--- src/rtl/debounce_array.sv ---
// Per-channel synchronizer + stability-counter debouncer with registered level/rise/fall.
// Optional auto-repeat on rise is compiled in only when DEBOUNCE_REPEAT_EN is defined.
module debounce_array #(
  parameter int          CHANNELS      = 11,
  parameter int          SYNC_STAGES   = 2,
  parameter int          STABLE_CNT    = 500000,
  parameter int          CNT_W         = 20,
  parameter int          REPEAT_DELAY  = 50000000,
  parameter int          REPEAT_PERIOD = 10000000,
  parameter logic [31:0] REPEAT_MASK   = 32'd0
) (
  input  logic                clk,
  input  logic                rst,
  input  logic [CHANNELS-1:0] raw,
  output logic [CHANNELS-1:0] level,
  output logic [CHANNELS-1:0] rise,
  output logic [CHANNELS-1:0] fall
);

  logic [SYNC_STAGES-1:0][CHANNELS-1:0] r_sync;
  logic [CHANNELS-1:0]                  w_sync;

  assign w_sync = r_sync[SYNC_STAGES-1];

  // synchronizer chain for all raw inputs
  always_ff @(posedge clk) begin
    if (rst) begin
      r_sync <= '0;
    end else begin
      r_sync[0] <= raw;
      for (int s = 1; s < SYNC_STAGES; s++) begin
        r_sync[s] <= r_sync[s-1];
      end
    end
  end

`ifdef DEBOUNCE_REPEAT_EN
  localparam int RW = $clog2(REPEAT_DELAY + REPEAT_PERIOD + 1);
`else
  logic w_unused_cfg;
  assign w_unused_cfg = ^{REPEAT_MASK, REPEAT_DELAY, REPEAT_PERIOD};
`endif

  for (genvar i = 0; i < CHANNELS; i++) begin : g_ch
    logic [CNT_W-1:0] r_cnt;
    logic [CNT_W-1:0] w_cnt_inc;
    logic             r_level;
    logic             r_rise;
    logic             r_fall;
    logic             w_toggle;
    logic             w_rep_hit;

    assign level[i] = r_level;
    assign rise[i]  = r_rise;
    assign fall[i]  = r_fall;

    // stability counter increment and acceptance decision
    always_comb begin
      w_cnt_inc = r_cnt + CNT_W'(1);
      w_toggle  = 1'b0;
      if (w_sync[i] != r_level) begin
        w_toggle = (w_cnt_inc == CNT_W'(STABLE_CNT));
      end else begin
        w_toggle = 1'b0;
      end
    end

    // debounced level, counter and edge pulses
    always_ff @(posedge clk) begin
      if (rst) begin
        r_cnt   <= '0;
        r_level <= 1'b0;
        r_rise  <= 1'b0;
        r_fall  <= 1'b0;
      end else begin
        if (w_sync[i] == r_level || w_toggle) begin
          r_cnt <= '0;
        end else begin
          r_cnt <= w_cnt_inc;
        end
        if (w_toggle) begin
          r_level <= ~r_level;
        end
        r_rise <= (w_toggle & ~r_level) | w_rep_hit;
        r_fall <= w_toggle & r_level;
      end
    end

`ifdef DEBOUNCE_REPEAT_EN
    logic [RW-1:0] r_rcnt;
    logic [RW-1:0] w_rcnt_inc;
    logic          r_rphase;

    // repeat interval: first REPEAT_DELAY after the press, then REPEAT_PERIOD
    always_comb begin
      w_rcnt_inc = r_rcnt + RW'(1);
      w_rep_hit  = 1'b0;
      if (REPEAT_MASK[i] && r_level && !w_toggle) begin
        w_rep_hit = (w_rcnt_inc == (r_rphase ? RW'(REPEAT_PERIOD) : RW'(REPEAT_DELAY)));
      end else begin
        w_rep_hit = 1'b0;
      end
    end

    // repeat counter restarts on any level change and idles while released
    always_ff @(posedge clk) begin
      if (rst || !r_level || w_toggle) begin
        r_rcnt   <= '0;
        r_rphase <= 1'b0;
      end else if (w_rep_hit) begin
        r_rcnt   <= '0;
        r_rphase <= 1'b1;
      end else begin
        r_rcnt   <= w_rcnt_inc;
      end
    end
`else
    assign w_rep_hit = 1'b0;
`endif
  end

endmodule

--- config.mk ---
export PLATFORM = sky130hd
export DESIGN_NAME = debounce_array
export DESIGN_NICKNAME = d
export VERILOG_FILES = /design/src/rtl/debounce_array.sv
export SDC_FILE = /design/constraint.sdc
export NUM_CORES = 1
export LEC_CHECK = 0
export ABC_AREA = 1
export CAP_MARGIN = 15
export CORE_ASPECT_RATIO = 0.9
export CORE_UTILIZATION = 56
export CTS_CLUSTER_SIZE = 25
export DETAILED_ROUTE_END_ITERATION = 10
export DONT_BUFFER_PORTS = 1
export PLACE_DENSITY = 0.68
export SLEW_MARGIN = 20
export SYNTH_ARGS = -nofsm -noshare
export SYNTH_HDL_FRONTEND = slang
export SYNTH_SLANG_ARGS = --single-unit
--- constraint.sdc ---
create_clock -name clk -period 3.2 [get_ports clk]
set_input_delay 0.16 -clock clk [delete_from_list [all_inputs] [get_ports clk]]
set_output_delay 0.16 -clock clk [all_outputs]
set_load 0.005 [all_outputs]
==> impl_metrics.csv <==
group,metric,value,unit
yosys,synthCells,2358,
detailed_routing,firstDrtPassIters,5,
cells_and_area,diodes,0,
cells_and_area,nFillCells,2464,
cells_and_area,layout_common_cells,"nand2_1 (667), nor2_1 (463), inv_1 (372), dfxtp_1 (275), nand3_1 (131)",
power,pwr_density_cell,451,nW/um^2
place,dp_hpwl,21600,um
cts,ctsHoldBuffers,17,
sta,tightest_slew,0.826,ns
worst_setup_path,r2r_cells,10,
grt,grt.total_usage,21.9,%
place,place_congestion,0.874,
sta,fmax,394,MHz
sta,slew_viol_final,0,
place,dpl_cell_area,15000,um^2
worst_hold_path,hp-class,"input port to flop",
floorplan,dieWidth,175,um
sta,rsz0062_at_grt,"no",
sta,hold_viol_final,0,
detailed_routing,vias,13100,
grt,antenna_found_initial,0,
worst_hold_path,hp-start,"rst",
floorplan,core_area,26300,um^2
cts,cts_setup_buffers,0,
detailed_routing,first_iter_violations,596,
yosys,synth_top_area_share,36.5,%
sta,fin_crit,2.54,ns
yosys,yosysTopAreaCell,"dfxtp_1",
detailed_routing,post_drt_via_cell_ratio,4.82,
cts,cts-root-buf,"clkbuf_16",
cts,cts_buffer_depth,3,
worst_setup_path,cp.arrival,2.95,ns
detailed_routing,post_drt_wl_per_cell,10.9,um
cells_and_area,drive_gt1_share,8.52,%
detailed_routing,drc_errors,0,
yosys,synth.distinct_cells,29,
power,total_power,0.00734,W
yosys,yosysSeqAreaShare,36.5,%
worst_setup_path,worstSetupEndpoint,"g_ch[8].r_cnt[11]",
floorplan,start_util,57.3,%
sta,setup_tns,0,ns
cts,clock-sinks,275,
job,maxCapViolCount,0,
power,ir_drop,0.000475,V
sta,period_share,79.4,%
floorplan,io_pins,46,
cts,cts_resized,0,
grt,grt_pass1_vias,12099,
yosys,avgSynthCellArea,6.39,um^2
grt,grt_overflow,0,
yosys,synth_warnings,0,
cells_and_area,nNetsFinal,2377,
worst_setup_path,rrSetupSlack,0.66,ns
floorplan,die_height,158,um
yosys,yosys_register_bits,275,
cts,clkLatencyLatePin,0.56,ns
worst_setup_path,crit_fanout,20,
detailed_routing,postRouteAntennaNets,0,
floorplan,dieArea,27600,um^2
worst_setup_path,crit_start,"g_ch[8].r_cnt[0]",
worst_setup_path,cp-start-kind,"flop",
sta,relSlewSlack,44.8,%
power,p_leak,6.06,nW
worst_setup_path,regToRegStartpoint,"g_ch[8].r_cnt[0]",
cells_and_area,syn_to_final_growth,8.16,%
place,port_buffers,0,
worst_setup_path,path_class,"flop to flop",
status,outcome,"completed",
worst_setup_path,crit_required,3.61,ns
detailed_routing,drt_wl_total,29700,um
worst_setup_path,cp-end-kind,"flop",
grt,grt_pass1_wl,51900,um
cts,cts-htree-levels,1,
worst_setup_path,r2r_end,"g_ch[8].r_cnt[11]",
cts,cts_tree,"built",
sta,setup_viol,0,
cells_and_area,fin_area,16300,um^2
yosys,synth.area.top_cells,"dfxtp_1 (37%), nand2_1 (17%), nor2_1 (12%)",
cts,cts_made_buffers,31,
cells_and_area,final_common_cell,"nand2_1",
grt,grt_max_degree,43,
floorplan,fp-row-count,56,
yosys,syn_area,15100,um^2
yosys,syn-num-nets,2388,
cts,clk_pin_slew,0.06,ns
sta,fin_skew,0.00867,ns
## worst min-delay path by stage
stage	slack (ns)	endpoint	depth (start not counted)
after global routing	0.09	g_ch[10].r_cnt[11]	3
final	0.07	g_ch[10].r_cnt[18]	3
after global placement	0.24	r_sync[5]	1
after detailed placement	0.24	r_sync[5]	1
after CTS	0.04	g_ch[10].r_cnt[7]	3
after floorplan	0.27	r_sync[0]	2
## registers in the layout, summed over array words and instances, names as in the netlist
signal,flops
g_ch.r_cnt,220
r_sync,11
g_ch.r_level,11
g_ch.r_fall,11
w_sync,11
g_ch.r_rise,11
## synth_stat cells, drive strengths merged
library cell,count
a21oi,3
nand3b,35
o21ai,34
clkbuf,3
ha,17
nand2,683
inv,382
nor3,19
and2,4
o21bai,12
nor2,566
buf,58
or2,2
nand3,144
dfxtp,275
clkinv,2
nand4,68
xor2,27
xnor2,24
## power by group
| group | internal, W | leakage, nW | switching, W |
|---|---|---|---|
| Sequential | 0.00344 | 2.22 | 0.0000101 |
| Combinational | 0.0000307 | 3.29 | 0.0000606 |
| Clock | 0.00237 | 0.546 | 0.00143 |
| Total | 0.00584 | 6.06 | 0.00150 |
## layer usage
layer	track usage [%]	vias up	part of all wire (%)	wire, um
met2	37.7	166	44	13200
met1	28.4	5781	50	14800
met3	3.31	46	3.4	1010
li1	-	7107	-	-
met4	6.54	0	2.5	729
met5	0	-	0	0
## per-stage QoR
step | instances | util [%] | hold slack (ns) | setup slack, ns
2_1_floorplan | 2358 | - | 0.267 | 1.32
3_5_place_dp | 2645 | 57.1 | 0.237 | 0.704
3_3_place_gp | 2645 | 57.1 | 0.236 | 0.812
5_1_grt | 2719 | 62.0 | 0.0934 | 0.399
6_report | 2719 | 62.0 | 0.0707 | 0.659
4_1_cts | 2719 | 62.0 | 0.0436 | 0.692
## layout make-up
class | count | area, um^2 | share of cell area (%)
Multi-Input combinational cell | 1638 | 7620 | 46.8
Sequential cell | 275 | 5510 | 33.8
Inverter | 384 | 1440 | 8.85
Clock buffer | 39 | 856 | 5.25
Tap cell | 348 | 435 | 2.67
Clock inverter | 18 | 249 | 1.53
Timing Repair Buffer | 17 | 180 | 1.11
## critical path, cell delays in order, from the launching register on
cell and delay (ns):
dfxtp_1 0.39, ha_1 0.22, nand3_2 0.16, nor2_4 0.19, nand2_1 0.12, xor2_1 0.24, nand3_1 0.11, nor2_1 0.18
nand3_2 0.11, nand3_1 0.58, nor2_1 0.09
## logic make-up (layout without fill, tap and decap cells)
| kind of cell | count (synthesis) | count (layout) | synth area share (%) |
|---|---|---|---|
| AND/OR/NAND/NOR | 1521 | 1521 | 44.4 |
| flip-flops | 275 | 275 | 36.5 |
| XOR/XNOR | 51 | 51 | 3.02 |
| AO/OA/AOI/OAI | 49 | 49 | 1.83 |
| buffers and inverters | 445 | 458 | 12.8 |
| adder cells (fa/ha/maj) | 17 | 17 | 1.41 |
No activity file was read; power rests on OpenSTA's default activity.
